==> src/rtl/period_check_pkg.sv <==
// Shared types and defaults for the period check monitor.
// Imported by the controller and its helpers.
package period_check_pkg;

  typedef enum logic [1:0] {
    IDLE,
    ARM,
    MEASURE,
    DONE
  } pc_state_t;

  localparam int unsigned TIMEOUT_DEF = 1000;

endpackage

==> src/rtl/rise_detect.sv <==
// One-flop rising-edge detector for a signal already in the clk domain.
// rise is high in the first cycle d is seen high.
module rise_detect (
  input  logic clk,
  input  logic rst_n,
  input  logic d,
  output logic rise
);

  logic d_q;

  // history of d, one cycle behind
  always_ff @(posedge clk or negedge rst_n) begin
    if (!rst_n) d_q <= 1'b0;
    else        d_q <= d;
  end

  assign rise = d & ~d_q;

endmodule

==> src/rtl/period_check_ctrl.sv <==
// Measures N consecutive evt_in periods against a [min,max] window.
// Flags pass/fail and aborts when edges stop for TIMEOUT cycles.
module period_check_ctrl
  import period_check_pkg::*;
#(
  parameter int PER_W   = 16,
  parameter int N_W     = 8,
  parameter int TIMEOUT = TIMEOUT_DEF
) (
  input  logic             clk,
  input  logic             rst_n,
  input  logic             start,
  input  logic [N_W-1:0]   num_periods,
  input  logic [PER_W-1:0] exp_min,
  input  logic [PER_W-1:0] exp_max,
  input  logic             evt_in,
  output logic             busy,
  output logic             done,
  output logic             pass,
  output logic             timeout,
  output logic [N_W-1:0]   fail_cnt,
  output logic [PER_W-1:0] last_period
);

  localparam logic [PER_W-1:0] TO  = PER_W'(TIMEOUT);
  localparam logic [PER_W-1:0] TO1 = PER_W'(TIMEOUT - 1);
  localparam logic [PER_W-1:0] ONE = PER_W'(1);

  pc_state_t        state;
  pc_state_t        state_nxt;
  logic             rise;
  logic [PER_W-1:0] cnt;
  logic [PER_W-1:0] min_q;
  logic [PER_W-1:0] max_q;
  logic [N_W-1:0]   rem_q;

  logic acc;
  logic meas_rise;
  logic bad;
  logic to_ev;
  logic fail_inc;
  logic end_run;

  rise_detect u_rise (
    .clk  (clk),
    .rst_n(rst_n),
    .d    (evt_in),
    .rise (rise)
  );

  assign acc       = (state == IDLE) && start;
  assign meas_rise = (state == MEASURE) && rise;
  assign bad       = (cnt < min_q) || (cnt > max_q);
  assign fail_inc  = meas_rise && bad;
  assign to_ev     = ((state == ARM) && !rise && (cnt == TO1))
                   | ((state == MEASURE) && !rise && (cnt == TO));
  assign end_run   = ((state == ARM) || (state == MEASURE))
                   && (state_nxt == DONE);

  assign busy = (state != IDLE);
  assign done = (state == DONE);

  // state register
  always_ff @(posedge clk or negedge rst_n) begin
    if (!rst_n) state <= IDLE;
    else        state <= state_nxt;
  end

  // next-state decode
  always_comb begin
    state_nxt = state;
    unique case (state)
      IDLE: begin
        if (start)
          state_nxt = (num_periods == '0) ? DONE : ARM;
      end
      ARM: begin
        if (rise)       state_nxt = MEASURE;
        else if (to_ev) state_nxt = DONE;
      end
      MEASURE: begin
        if (rise && (rem_q == N_W'(1))) state_nxt = DONE;
        else if (to_ev)                 state_nxt = DONE;
      end
      DONE:    state_nxt = IDLE;
      default: state_nxt = IDLE;
    endcase
  end

  // config latch, period/wait counter and remaining-period counter
  always_ff @(posedge clk or negedge rst_n) begin
    if (!rst_n) begin
      cnt   <= '0;
      rem_q <= '0;
      min_q <= '0;
      max_q <= '0;
    end else if (acc) begin
      cnt   <= '0;
      rem_q <= num_periods;
      min_q <= exp_min;
      max_q <= exp_max;
    end else if (state == ARM) begin
      if (rise)           cnt <= ONE;
      else if (cnt != '1) cnt <= cnt + ONE;
    end else if (state == MEASURE) begin
      if (rise) begin
        cnt <= ONE;
        if (rem_q != '0) rem_q <= rem_q - N_W'(1);
      end else if (cnt != '1) begin
        cnt <= cnt + ONE;
      end
    end
  end

  // result flags; pass is settled as the run ends so it is valid with done
  always_ff @(posedge clk or negedge rst_n) begin
    if (!rst_n) begin
      fail_cnt    <= '0;
      pass        <= 1'b0;
      timeout     <= 1'b0;
      last_period <= '0;
    end else if (acc) begin
      fail_cnt <= '0;
      timeout  <= 1'b0;
      pass     <= (num_periods == '0);
    end else begin
      if (meas_rise)
        last_period <= cnt;
      if (fail_inc && (fail_cnt != '1))
        fail_cnt <= fail_cnt + N_W'(1);
      if (to_ev)
        timeout <= 1'b1;
      if (end_run)
        pass <= !to_ev && (fail_cnt == '0) && !fail_inc;
    end
  end

endmodule

==> config.mk <==
export PLATFORM = sky130hd
export DESIGN_NAME = period_check_ctrl
export DESIGN_NICKNAME = d
export VERILOG_FILES = /design/src/rtl/period_check_pkg.sv /design/src/rtl/rise_detect.sv /design/src/rtl/period_check_ctrl.sv
export SDC_FILE = /design/constraint.sdc
export NUM_CORES = 1
export LEC_CHECK = 0
export CAP_MARGIN = 0
export CORE_MARGIN = 2
export CORE_UTILIZATION = 40
export DETAILED_ROUTE_END_ITERATION = 7
export PLACE_DENSITY = 0.71
export RECOVER_POWER = 25
export SLEW_MARGIN = 20
export SYNTH_ARGS = -nofsm -noshare
export SYNTH_HDL_FRONTEND = slang
export SYNTH_SLANG_ARGS = --single-unit
==> constraint.sdc <==
create_clock -name clk -period 2.1 [get_ports clk]
set_clock_uncertainty 0.1 [all_clocks]
set_input_delay 0.21 -clock clk [delete_from_list [all_inputs] [get_ports clk]]
set_output_delay 0.21 -clock clk [all_outputs]
set_load 0.1 [all_outputs]
==> flow_summary_export.csv <==
group,metric,value,unit
global_routing,grtUsageTotal,21.8,%
clocking,numCtsBuffers,9,
finish,drive_gt1_share,32.4,%
global_routing,met2_usage,36.1,%
power,netSwitchingPower,0.00346,W
power,switching_share,43.1,%
logic_synthesis,synth-edff-count,0,
power,intPower,0.00456,W
critical_path,startpoint_type,"flip-flop",
run_status,status,"finished, violations left",
die,dieHeight,116,um
die,row_count,40,
logic_synthesis,yosys.cell_types.count,61,
timing,relSlewSlack,27.5,%
power,p_comb_share,51.9,%
logic_synthesis,synth_area_leader_cell,"dfrtp_1",
logic_synthesis,synth_area_leaders,"dfrtp_1 43%, ha_1 11%, o21ai_0 5.4%",
timing,setup_viol,10,
logic_synthesis,synthArstFlopShare,100,%
clocking,cts_tree,"yes",
logic_synthesis,avgSynthCellArea,9.27,um^2
critical_path,path_delay_family,"simple AND/OR/NAND/NOR gates",
finish,antenna_cells,0,
clocking,cts_root_buf,"clkbuf_16",
critical_path,arrival,2440,ps
timing,fin_ws,-189,ps
route,vias_per_cell,5.39,
critical_path,regToRegStartpoint,"cnt[6]",
timing,finalHoldViolations,0,
route,vias,4680,
power,power_frac_seq,29.1,%
clocking,cts_buffer_depth,2,
logic_synthesis,yosysSeqAreaShare,42.7,%
logic_synthesis,synthCells,537,
min_path,min_path_type,"in -> reg",
logic_synthesis,ys_warn_count,0,
critical_path,cp_cell_sequence,"ha_4 > nand4_1 > nor4_4 > a21boi_4 > nor3_4 > buf_4 > o32ai_2 > mux2i_1",
clocking,insertion_delay,350,ps
run_status,violations,"negative setup slack",
place,place_inst,838,
timing,tightest_slew,1090,ps
critical_path,endpoint_kind,"flip-flop",
route,avgRoutedWirePerCell,16.7,um
timing,fin_tns_setup,-1230,ps
run,maxCapViolations,0,
global_routing,grt.overflow.total,0,
global_routing,grt_util_met3,4.29,%
timing,slew_violations,0,
global_routing,grt_start_max_net_pins,78,
min_path,hold_end,"max_q[0]",
timing,hold_ws,317,ps
critical_path,r2r_cells,8,
route,drtIter0Drc,343,
power,power,0.00802,W
global_routing,gr-usage-met1,29.1,%
timing,fmax,0.437,GHz
min_path,holdPathStages,3,
critical_path,crit_buf_inv,1,
logic_synthesis,synth-seq-cells,85,
route,first_pass_iters,5,
power,irDropWorstVdd,0.581,mV
critical_path,r2r_slack,-190,ps
critical_path,slowest_delay,450,ps
logic_synthesis,netlist_area,4980,um^2
logic_synthesis,synth_nets,624,
global_routing,grt_pass1_wl,22700,um
critical_path,slowest_stage,"dfrtp_2",
min_path,worstHoldStart,"exp_max[0]",
global_routing,grt_pass1_vias,4601,
place,dp_hpwl,10400,um
critical_path,rr_endpoint,"fail_cnt[6]",
route,route.detailed.drc,0,
power,pwr-share-clk,19.0,%
logic_synthesis,synth_ff_type,"dfrtp_1",
die,boundaryPins,72,
critical_path,cp.required,2250,ps
finish,fin_nets,783,
logic_synthesis,synth_top_area_share,42.7,%
clocking,clkTransAtPathRegs,70,ps
critical_path,path_class,"reg -> reg",
route,antenna_left,0,
clocking,htree_levels,3,
timing,fin_crit,2290,ps
timing,period_share,109,%
place,gp_congestion,0.976,
die,coreArea,12100,um^2
finish,final_core_util,59.5,%
place,port_buffers,71,
die,initial_core_util,41.3,%
critical_path,crit_fanout,6,
power,power.density,1120,nW/um^2
die,fp.dieW,116,um
global_routing,grt.busiest_layer,"met2",
die,die_area,13400,um^2
timing,rsz0062_at_grt,"yes",
power,leakage,3.31,nW
global_routing,antenna_found_initial,0,
route,drt-total-wl,14500,um
clocking,clock_sinks,85,
finish,syn2layout_area_growth,44.1,%
finish,fin_cells,869,
-- sequential cells by signal, indices dropped and copies added, names as in the netlist --
register     flops
max_q           16
timeout          1
state            2
min_q           16
rem_q            8
cnt             16
pass             1
u_rise.d_q       1
last_period     16
fail_cnt         8
-- power by group through the flow --
stage / registers [W] / logic [W] / clock network (W)
2_1_floorplan: 0.00275 / 0.00199 / 0
3_3_place_gp: 0.00234 / 0.00366 / 0
3_5_place_dp: 0.00236 / 0.00379 / 0
4_1_cts: 0.00233 / 0.00393 / 0.00154
5_1_grt: 0.00239 / 0.00453 / 0.00162
6_report: 0.00233 / 0.00416 / 0.00153
-- synth_stat cells (3+ instances only) --
cell type / number
a211oi_1: 3
a21o_1: 3
a21oi_1: 15
and2_1: 3
and3_1: 6
buf_2: 3
clkbuf_1: 17
dfrtp_1: 85
ha_1: 43
inv_1: 45
mux2_2: 16
mux2i_1: 8
nand2_1: 65
nand2b_1: 10
nand3_1: 13
nand4_1: 11
nor2_1: 37
nor2b_1: 3
nor3_1: 11
nor4_1: 9
o2111ai_1: 5
o21ai_0: 54
o21ai_1: 4
o22ai_1: 3
o31ai_1: 4
o32ai_1: 6
or3_1: 4
xor2_1: 8
-- how the worst max path moves through the flow --
stage | from | to | slack, ps | cells after the start
after floorplan | cnt[5] | fail_cnt[7] | -90 | 7
after CTS | cnt[6] | fail_cnt[1] | -160 | 8
after global placement | fail_cnt[0] | pass | -250 | 10
final | cnt[6] | fail_cnt[6] | -190 | 8
after detailed placement | cnt[6] | fail_cnt[3] | -280 | 7
after global routing | cnt[11] | fail_cnt[6] | -300 | 9
-- metal layers --
| metal | share of wire, % | vias up | routed length, um |
|---|---|---|---|
| met5 | 0 | - | 0 |
| met4 | 1.8 | 0 | 263 |
| met3 | 4.8 | 21 | 692 |
| met2 | 48 | 154 | 7020 |
| met1 | 45 | 2286 | 6500 |
| li1 | - | 2219 | - |
-- layout make-up --
type	instances	area [um^2]
Inverter	46	173
Multi-Input combinational cell	384	2900
Clock buffer	9	225
Tap cell	168	210
Timing Repair Buffer	170	1460
Sequential cell	85	2150
Clock inverter	7	53.8
Fill cell	1010	4890
-- stage by stage --
| step | area, um^2 | worst slack [ps] |
|---|---|---|
| global route | 7170 | -298 |
| CTS | 6990 | -158 |
| floorplan | 5120 | -93.7 |
| detailed placement | 6550 | -276 |
| global placement | 6550 | -246 |
| finish | 7170 | -189 |
-- placed cells by master, fill, tap and decap left out, drive strengths merged, types with 4 or more instances in the layout --
| cell | instances |
|---|---|
| a21oi | 15 |
| and3 | 6 |
| buf | 124 |
| clkbuf | 12 |
| clkdlybuf4s50 | 41 |
| dfrtp | 85 |
| ha | 43 |
| inv | 50 |
| mux2 | 16 |
| mux2i | 8 |
| nand2 | 65 |
| nand2b | 10 |
| nand3 | 15 |
| nand4 | 11 |
| nor2 | 37 |
| nor3 | 12 |
| nor4 | 10 |
| o2111ai | 5 |
| o21ai | 58 |
| o31ai | 4 |
| o32ai | 7 |
| or3 | 5 |
| xor2 | 8 |
-- logic make-up after synthesis --
family	after synthesis	share of synthesized area, %
buffers and inverters	68	5.28
flip-flops	85	42.7
adder cells (fa/ha/maj)	43	10.8
multiplexers	24	5.23
AND/OR/NAND/NOR	188	18.9
XOR/XNOR	10	1.76
AO/OA/AOI/OAI	119	15.3
-- what timing repair did --
| action | 4_1_cts | 5_1_grt |
|---|---|---|
| gates resized for setup | 19 | 27 |
| pin swaps | 10 | 14 |
| hold endpoints to repair | 37 | 0 |
| gates cloned | 0 | 1 |
| setup endpoints to repair | 10 | 24 |
| setup buffers | 9 | 5 |
| hold buffers | 1 | 0 |
-- worst register-to-register path, stage by stage, from the launching register on --
cell and delay (ps):
dfrtp_2 450, ha_4 290, nand4_1 150, nor4_4 340, a21boi_4 250, nor3_4 90, buf_4 160, o32ai_2 130
mux2i_1 240
(Power assumes the default switching activity.)
